==> src/rtl/divider.sv <==
// Sequential unsigned restoring divider: one quotient bit per clock, WIDTH iterations.
// Optional macro DIVIDER_DIV_BY_ZERO_EXC_EN adds a fast divide-by-zero exit and a div_by_zero flag.
module divider #(
   parameter int WIDTH = 32
) (
   input  logic             clock,
   input  logic             reset,
   input  logic             start,
   input  logic [WIDTH-1:0] in1,
   input  logic [WIDTH-1:0] in2,
   output logic             busy,
   output logic             done,
   output logic [WIDTH-1:0] quotient,
`ifdef DIVIDER_DIV_BY_ZERO_EXC_EN
   output logic [WIDTH-1:0] remainder,
   output logic             div_by_zero
`else
   output logic [WIDTH-1:0] remainder
`endif
);

   localparam int CW = (WIDTH > 1) ? $clog2(WIDTH) : 1;
   localparam logic [CW-1:0] LAST = CW'(WIDTH - 1);

   typedef enum logic [1:0] {
      IDLE  = 2'd0,
      BUSY  = 2'd1,
      DONE  = 2'd2,
      DZERO = 2'd3
   } state_t;

   state_t           state;
   logic [CW-1:0]    count;
   logic [WIDTH-1:0] part_rem;
   logic [WIDTH-1:0] dividend;
   logic [WIDTH-1:0] divisor;

   logic [WIDTH:0]   shifted;
   logic [WIDTH:0]   diff;
   logic             qbit;
   logic [WIDTH-1:0] next_rem;
   logic [WIDTH-1:0] next_dividend;

   // The partial remainder is always below the divisor, so the top bit of the
   // WIDTH+1 bit difference is a reliable borrow flag.
   always_comb begin
      shifted       = {part_rem, dividend[WIDTH-1]};
      diff          = shifted - {1'b0, divisor};
      qbit          = ~diff[WIDTH];
      next_rem      = qbit ? diff[WIDTH-1:0] : shifted[WIDTH-1:0];
      next_dividend = {dividend[WIDTH-2:0], qbit};
   end

   // Quotient bits shift into the low end of the dividend register as its
   // high bits move into the partial remainder.
   always_ff @(posedge clock or posedge reset) begin
      if (reset) begin
         state       <= IDLE;
         count       <= '0;
         part_rem    <= '0;
         dividend    <= '0;
         divisor     <= '0;
         busy        <= 1'b0;
         done        <= 1'b0;
         quotient    <= '0;
         remainder   <= '0;
`ifdef DIVIDER_DIV_BY_ZERO_EXC_EN
         div_by_zero <= 1'b0;
`endif
      end else begin
         case (state)
            IDLE, DONE: begin
               done <= 1'b0;
`ifdef DIVIDER_DIV_BY_ZERO_EXC_EN
               div_by_zero <= 1'b0;
`endif
               if (start) begin
                  dividend <= in1;
                  divisor  <= in2;
                  part_rem <= '0;
                  count    <= '0;
                  busy     <= 1'b1;
`ifdef DIVIDER_DIV_BY_ZERO_EXC_EN
                  state    <= (in2 == '0) ? DZERO : BUSY;
`else
                  state    <= BUSY;
`endif
               end else begin
                  state <= IDLE;
               end
            end
            BUSY: begin
               part_rem <= next_rem;
               dividend <= next_dividend;
               count    <= count + 1'b1;
               if (count == LAST) begin
                  quotient  <= next_dividend;
                  remainder <= next_rem;
                  busy      <= 1'b0;
                  done      <= 1'b1;
                  state     <= DONE;
               end
            end
`ifdef DIVIDER_DIV_BY_ZERO_EXC_EN
            DZERO: begin
               quotient    <= '1;
               remainder   <= dividend;
               busy        <= 1'b0;
               done        <= 1'b1;
               div_by_zero <= 1'b1;
               state       <= DONE;
            end
`endif
            default: begin
               busy  <= 1'b0;
               done  <= 1'b0;
               state <= IDLE;
            end
         endcase
      end
   end

endmodule

==> config.mk <==
export PLATFORM = sky130hd
export DESIGN_NAME = divider
export DESIGN_NICKNAME = d
export VERILOG_FILES = /design/src/rtl/divider.sv
export SDC_FILE = /design/constraint.sdc
export NUM_CORES = 1
export LEC_CHECK = 0
export CORE_UTILIZATION = 59
export DETAILED_ROUTE_END_ITERATION = 16
export HOLD_SLACK_MARGIN = 0.1
export PLACE_DENSITY = 0.94
export SLEW_MARGIN = 20
export SYNTH_ARGS = -nofsm -noshare
export SYNTH_HDL_FRONTEND = slang
export SYNTH_SLANG_ARGS = --single-unit
==> constraint.sdc <==
create_clock -name clock -period 13.89 [get_ports clock]
set_clock_uncertainty 0.2 [all_clocks]
set_input_delay 1.389 -clock clock [delete_from_list [all_inputs] [get_ports clock]]
set_output_delay 1.389 -clock clock [all_outputs]
set_load 0.1 [all_outputs]
# ---- Word level (Yosys, flattened, before mapping)
# Index checks and enable logic that the tools add are counted.
dict set report op_classes {
  add_sub_neg 2
  mul 0
  n_div 0
  order_cmp 0
  n_eq_ne 5
  shift 0
  mux 15
  bitwise_logic 1
  reduce_logical 7
}
# operator n
set ops {}
lappend ops {{$pmux W32 S2} 2}
lappend ops {{$mux W32} 3}
lappend ops {{$sub A33 B32 Y33} 1}
lappend ops {{$pmux W5 S2} 1}
lappend ops {{$reduce_and A2 Y1} 4}
lappend ops {{$add A5 B1 Y5 const B} 1}
lappend ops {{$eq A5 B5 Y1 const B} 1}
lappend ops {{$mux W1} 5}
lappend ops {{$mux W5} 1}
lappend ops {{$ne A2 B2 Y1 const B} 2}
lappend ops {{$pmux W2 S2} 1}
lappend ops {{$eq A2 B1 Y1 const B} 1}
lappend ops {{$eq A2 B2 Y1 const B} 1}
lappend ops {{$logic_not A2 Y1} 1}
lappend ops {{$mux W2} 1}
lappend ops {{$pmux W1 S2} 1}
lappend ops {{$reduce_bool A2 Y1} 1}
lappend ops {{$reduce_or A2 Y1} 1}
lappend ops {{$not A1 Y1} 1}
dict set report word_totals {
  reg_bits 169
  latchBits 0
  mem_bits_rw 0
  mem_bits_ro 0
  in_bits 67
  output_inout_bits 66
  elab_cells 39
  memories 0
}

# ---- Depth between registers and ports, before layout
# Gate-level depths: netlist of run 1.
dict set report logic_depth {
  ltp_word 4
  mapped_depth 13
  depth_no_buf 12
}

# ---- Least setup slack after synthesis of run 1
# OpenSTA, ideal clock, no wires.
dict set report synth_timing {
  path_kind {register -> register}
  startpoint {reg dividend[31]}
  endpoint {reg remainder[30]}
  setup_ns 0.132
  arrival_time_ns 2.538
  required_time_ns 13.558
  slack_ns 11.019
  path_stages_with_launch 13
  n_path_buf 0
  period_less_slack_ns 2.871
  cell_sequence {dfrtp_1 -> inv_1 -> ha_1 -> inv_1 -> fa_1 -> a211oi_1 -> o21a_1 -> o221ai_2 -> nor4_4 -> nor2_1 -> o311ai_1 -> mux2_4 -> o21ai_2}
}
dict set report synth_between {
  elab_chain_cells 2
}
# element line_no
set synth_lines {}
lappend synth_lines {{start: declaration} 35} ;# logic [WIDTH-1:0] dividend;
lappend synth_lines {{start signal: assignment} 78} ;# dividend <= in1;
lappend synth_lines {{start signal: assignment} 94} ;# dividend <= next_dividend;
lappend synth_lines {{$sub A33 B32 Y33} 48} ;# diff = shifted - {1'b0, divisor};
lappend synth_lines {{$mux W32} 50} ;# next_rem = qbit ? diff[WIDTH-1:0] : shifted[WIDTH-1:0];
lappend synth_lines {{end signal: assignment} 98} ;# remainder <= next_rem;
lappend synth_lines {{end: declaration} 18} ;# output logic [WIDTH-1:0] remainder
# Every way passes these cells.
# A chain may end at the register's enable or synchronous reset.

# ---- Worst setup path after layout of run 1
dict set report layout_timing {
  startpoint {reg dividend[31]}
  endpoint {reg part_rem[0]}
}
dict set report layout_between {
  elab_chain_cells 3
}
# element line_no
set layout_lines {}
lappend layout_lines {{$sub A33 B32 Y33} 48}
lappend layout_lines {{$mux W32 (*)} 50}
lappend layout_lines {{$pmux W32 S2 (*)} 71} ;# case (state)
lappend layout_lines {{end signal: assignment} 93} ;# part_rem <= next_rem;
lappend layout_lines {{end: declaration} 34} ;# logic [WIDTH-1:0] part_rem;
# Every way passes the cells marked *; elsewhere a longest branch is shown, timed or not.

==> flow_metrics.tcl, run 1 <==
set metrics [dict create \
    finalSetupTns_ns 0 \
    drc 0 \
    portBuffers 132 \
    cts_sinks 168 \
    fin_nets 1115 \
    cts-buffers-inserted 17 \
    yosysMostFrequentCell "nand2_1" \
    syn_to_final_growth_pct 23.0 \
    antenna_found_initial 0 \
    grt_max_degree 108 \
    critPathSlowestCell "nand3_2" \
    io_pins 133 \
    setup.worst_path.start "dividend[31]$_DFFE_PP0P_" \
    std_cell_rows 43 \
    fin_crit_ns 4.04 \
    hpwl_um 14000 \
    dp_worst_setup_slack_ns 9.92 \
    ys_ff_latch 168 \
    maxCapViolations 0 \
    setup_ws_ns 9.85 \
    die_x_um 123 \
    finalCritPeriodShare 0.291 \
    r2r-start "dividend[31]$_DFFE_PP0P_" \
    ctsRootBufferMaster "clkbuf_16" \
    vias 7159 \
    grt_pass1_wl_um 34300 \
    die_h_um 123 \
    htreeDepth 4 \
    crit_fanout 30 \
    async_flop_share 1.00 \
    track_usage 0.294 \
    cts_resized 0 \
    ys_warn_count 0 \
    hold_start "remainder[22]$_DFFE_PP0P_" \
    antenna_cells 0 \
    hold_viol 0 \
    grt_pass1_vias 7241 \
    critical_path_class "flop to flop" \
    hold_path.class "flop to flop" \
    worstPathArrival_ns 4.20 \
    fmax_ghz 0.248 \
    synth-seq-area-share 0.485 \
    ys_top_cells_by_count "194 x nand2_1, 168 x dfrtp_1, 107 x o21ai_0" \
    syn_area_mm2 0.00868 \
    core_area_mm2 0.0141 \
    yosysTopAreaCell "dfrtp_1" \
    first_iter_violations 546 \
    slowest_delay_ns 0.84 \
    worst_pin_slew_ns 1.06 \
    cts_setup_buffers 0 \
    synth_edf_count 0 \
    path_clk_slew_ns 0.07 \
    vias_per_cell 5.94 \
    syn_area_per_cell_um2 9.54 \
    worstPathCellList "inv_1 -> ha_1 -> inv_1 -> fa_1 -> a211oi_1 -> o211ai_1 -> nand3_1 -> nand3b_1 -> nand3_1 -> nand3_2 -> mux2_4 -> o21ai_1" \
    start_util 0.615 \
    syn_inst 909 \
    clk_latency_ns 0.44 \
    relSlewSlack 0.291 \
    totalWireLength_um 21300 \
    crit_path_end_kind "flop" \
    yosysTopAreaCellShare 0.485 \
    drv_slew 0 \
    first_pass_iters 5 \
    gp_congestion 0.926 \
    routedWlPerCell_um 17.7 \
    die_area_mm2 0.0152 \
    ys.flop_type "dfrtp_1" \
    setup_violations 0 \
    fillCellCount 904 \
    cts_tree "built" \
    rsz0062_at_grt "no" \
    synth_area_leaders "dfrtp_1 48%, nand2_1 8.4%, o21ai_0 6.2%" \
    ctsHoldBuffers 0 \
    syn-num-nets 1011 \
    antenna_left 0 \
    crit_required_ns 14.05 \
    status "complete, no violations" \
    drive_above_1_share 0.0936 \
    overflow 0 \
    clock_path_buffers 2 \
    fin_hold_ws_ns 0.287 \
    synthDistinctLibCells 63 \
    startpoint_type "flop" \
]
[layout make-up]
cell class	count	area, um2	share of cell area
flip-flops and latches	168	4200	0.394
inverters	44	170	0.0160
repair buffers	136	1350	0.127
clock buffers	17	425	0.0399
well taps	180	225	0.0211
clock inverters	15	184	0.0172
multi-input cells	646	4110	0.385
[path summary, 6_finish.rpt]
path	endpoint	slack [ns]	cells after the start
worst max register to register	part_rem[0]$_DFFE_PP0P_	9.85	12
worst min register to register	remainder[22]$_DFFE_PP0P_	0.29	2
min in group asynchronous	part_rem[3]$_DFFE_PP0P_	1.35	2
max in group asynchronous	remainder[24]$_DFFE_PP0P_	10.81	3
worst min-delay path	remainder[22]$_DFFE_PP0P_	0.29	2
worst max-delay path	part_rem[0]$_DFFE_PP0P_	9.85	12
[layer usage]
layer / up-vias / wire length, um / GRT usage
met5: - / 0 / 0
met4: 0 / 461 / 0.110
met3: 47 / 1440 / 0.0780
met2: 285 / 10800 / 0.505
met1: 3457 / 8620 / 0.354
li1: 3370 / - / -
[state kept, by name, indices dropped and copies added (netlist names)]
signal / cells
count: 5
divisor: 32
part_rem: 32
dividend: 32
busy: 1
state: 2
remainder: 32
quotient: 32
[worst max-delay path: cells and delay by family (launching register included)]
family | cells | cell delay (ns)
AND/OR/NAND/NOR | 4 | 1.31
AO/OA/AOI/OAI | 3 | 0.70
multiplexers | 1 | 0.62
adder cells (fa/ha/maj) | 2 | 0.58
buffers and inverters | 2 | 0.15
flip-flops | 1 | 0.37
[cell families (layout without fill, tap and decap cells)]
logic type               Yosys count  count (layout)  share of synthesized area
AND/OR/NAND/NOR                  279             279                      0.137
XOR/XNOR                          24              24                     0.0242
AO/OA/AOI/OAI                    243             243                      0.175
adder cells (fa/ha/maj)           35              35                     0.0513
multiplexers                      65              65                     0.0811
buffers and inverters             95             212                     0.0460
flip-flops                       168             168                      0.485
[stage by stage]
| stage | instance area (um2) | instances | util |
|---|---|---|---|
| floorplan | 8680 | 909 | - |
| global placement | 10100 | 1174 | 0.714 |
| detailed placement | 10100 | 1174 | 0.714 |
| CTS | 10700 | 1206 | 0.757 |
| global route | 10700 | 1206 | 0.757 |
| finish | 10700 | 1206 | 0.757 |
[cell usage in the layout (no fill, tap or decap), types with 4 or more instances in the layout]
master | synthesis | layout
a211oi_1 | 5 | 5
a21o_1 | 13 | 13
a21oi_1 | 34 | 34
a22oi_1 | 31 | 31
and3_1 | 4 | 4
buf_4 | 3 | 4
clkbuf_16 | 0 | 17
clkdlybuf4s50_1 | 0 | 132
clkinv_4 | 0 | 4
dfrtp_1 | 168 | 168
ha_1 | 34 | 34
inv_1 | 44 | 43
inv_8 | 0 | 4
mux2_2 | 34 | 34
mux2i_1 | 29 | 29
nand2_1 | 194 | 193
nand2b_1 | 8 | 8
nand3_1 | 11 | 10
nand4_1 | 10 | 10
nor2_1 | 31 | 30
nor3_1 | 7 | 7
o211ai_1 | 4 | 4
o21ai_0 | 107 | 107
o21ai_1 | 7 | 7
o31ai_1 | 4 | 4
xnor2_1 | 15 | 15
xor2_1 | 9 | 9
Power of run 1 is left out: the tool's default activity adds up to more than one toggle a clock period on the data nets, which glitch-free logic cannot reach.
==> run 2, diff against run 1 <==
--- a/config.mk
+++ b/config.mk
@@ -5,10 +5,10 @@
 export SDC_FILE = /design/constraint.sdc
 export NUM_CORES = 1
 export LEC_CHECK = 0
-export CORE_UTILIZATION = 59
+export CORE_UTILIZATION = 55
 export DETAILED_ROUTE_END_ITERATION = 16
 export HOLD_SLACK_MARGIN = 0.1
-export PLACE_DENSITY = 0.94
+export PLACE_DENSITY = 0.89
 export SLEW_MARGIN = 20
 export SYNTH_ARGS = -nofsm -noshare
 export SYNTH_HDL_FRONTEND = slang
==> constraint.sdc (replaced) <==
create_clock -name clock -period 3.95 [get_ports clock]
set_clock_uncertainty 0.2 [all_clocks]
set_input_delay 0.395 -clock clock [delete_from_list [all_inputs] [get_ports clock]]
set_output_delay 0.395 -clock clock [all_outputs]
set_load 0.1 [all_outputs]
==> flow_metrics.tcl, run 2 (same netlist as run 1, synthesis figures left out) <==
set metrics [dict create \
    cts_setup_buffers 0 \
    hpwl_um 14200 \
    worstPathArrival_ns 3.55 \
    r2r_cells 13 \
    cts_sinks 168 \
    io_pins 133 \
    r2r-start "dividend[31]$_DFFE_PP0P_" \
    finalCritPeriodShare 0.871 \
    core_area_mm2 0.0153 \
    die_area_mm2 0.0163 \
    cts_resized 0 \
    clock_path_buffers 2 \
    syn_to_final_growth_pct 24.0 \
    vias 7143 \
    die_x_um 128 \
    std_cell_rows 45 \
    antenna_cells 0 \
    routedWlPerCell_um 16.5 \
    drive_above_1_share 0.0997 \
    met1Wirelength_um 8790 \
    worst_pin_slew_ns 1.07 \
    first_iter_violations 446 \
    fin_util 0.703 \
    hold_path.class "flop to flop" \
    ctsRootBufferMaster "clkbuf_16" \
    crit_fanout 16 \
    totalWireLength_um 20600 \
    critical_path_class "flop to flop" \
    routed-wl-met3_um 1260 \
    htreeDepth 4 \
    fmax_ghz 0.291 \
    cp-endpoint "part_rem[1]$_DFFE_PP0P_" \
    setup.worst_path.start "dividend[31]$_DFFE_PP0P_" \
    grt_pass1_vias 7192 \
    path_clk_slew_ns 0.07 \
    crit_required_ns 4.06 \
    die_h_um 128 \
    grt_max_degree 75 \
    antenna_left 0 \
    cts_tree "built" \
    cts-buffers-inserted 17 \
    crit_path_end_kind "flop" \
    status "complete, no violations" \
    setup_violations 0 \
    ctsHoldBuffers 0 \
    finalSetupTns_ns 0 \
    ff2ff_setup_slack_ns 0.51 \
    startpoint_type "flop" \
    relSlewSlack 0.283 \
    rr_endpoint "part_rem[1]$_DFFE_PP0P_" \
    vias_per_cell 5.74 \
    portBuffers 132 \
    drv_slew 0 \
    maxCapViolations 0 \
    drc 0 \
    fin_nets 1122 \
    start_util 0.567 \
    clk_latency_ns 0.43 \
    gp_congestion 0.972 \
    rsz0062_at_grt "no" \
    overflow 0 \
    final_common_cell "nand2_1" \
    met2_length_um 10100 \
    track_usage 0.265 \
    maxUsedRoutingLayer "met4" \
    first_pass_iters 5 \
    antenna_found_initial 0 \
    fin_crit_ns 3.44 \
    grt_pass1_wl_um 34100 \
    layout_common_cells "193 x nand2_1, 168 x dfrtp_1, 132 x clkdlybuf4s50_1" \
    hold_viol 0 \
]
==> run 2: changes by cell type in the layout (fill, tap and decap cells not counted) <==
cell	previous run	this run
buf_12	0	2
inv_8	4	5
buf_4	4	9
inv_6	3	5
clkinv_4	4	0
clkbuf_8	0	1
bufinv_16	1	0
clkinvlp_4	1	3
clkinv_8	3	2
==> run 2: metal layers <==
metal	vias up	track usage
met3	41	0.0699
met2	248	0.449
met4	0	0.0907
met1	3473	0.331
li1	3381	-
met5	-	0
==> run 2: stage by stage <==
stage,hold WS (ns),area (um2),setup slack [ns],cells
final,0.287,10800,0.508,1244
after CTS,0.277,10800,0.529,1244
after floorplan,0.249,8680,1.08,909
after global placement,0.262,10200,0.814,1212
after detailed placement,0.276,10200,0.651,1212
after global routing,0.314,10800,0.303,1244
==> run 2: area by class of cell <==
class,instances,area (um2)
tap,211,264
sequential,168,4200
timing repair buffer,143,1430
clock buffer,18,439
inverter,44,169
clock inverter,14,148
fill,1114,4550
multi-input combinational,646,4110
==> run 2: worst min path at each step <==
stage | to | start | slack, ns | cells after the start
after floorplan | count[3]$_DFFE_PP0P_ | count[3]$_DFFE_PP0P_ | 0.25 | 1
after global placement | divisor[0]$_DFFE_PP0P_ | divisor[0]$_DFFE_PP0P_ | 0.26 | 2
after detailed placement | remainder[18]$_DFFE_PP0P_ | remainder[18]$_DFFE_PP0P_ | 0.28 | 2
after CTS | divisor[0]$_DFFE_PP0P_ | in2[0] | 0.28 | 3
after global routing | divisor[0]$_DFFE_PP0P_ | in2[0] | 0.31 | 3
final | remainder[18]$_DFFE_PP0P_ | remainder[18]$_DFFE_PP0P_ | 0.29 | 2
==> run 2: critical path, stage by stage (launching register included) <==
cell,delay (ns)
dfrtp_1,0.36
inv_1,0.09
ha_1,0.18
inv_1,0.07
fa_1,0.44
a211oi_1,0.41
o211ai_1,0.22
nand3_1,0.14
nand3b_1,0.13
a21o_1,0.23
nand3_2,0.08
buf_4,0.30
mux2i_1,0.33
o21ai_0,0.12
Power of run 2 is left out for the same reason.
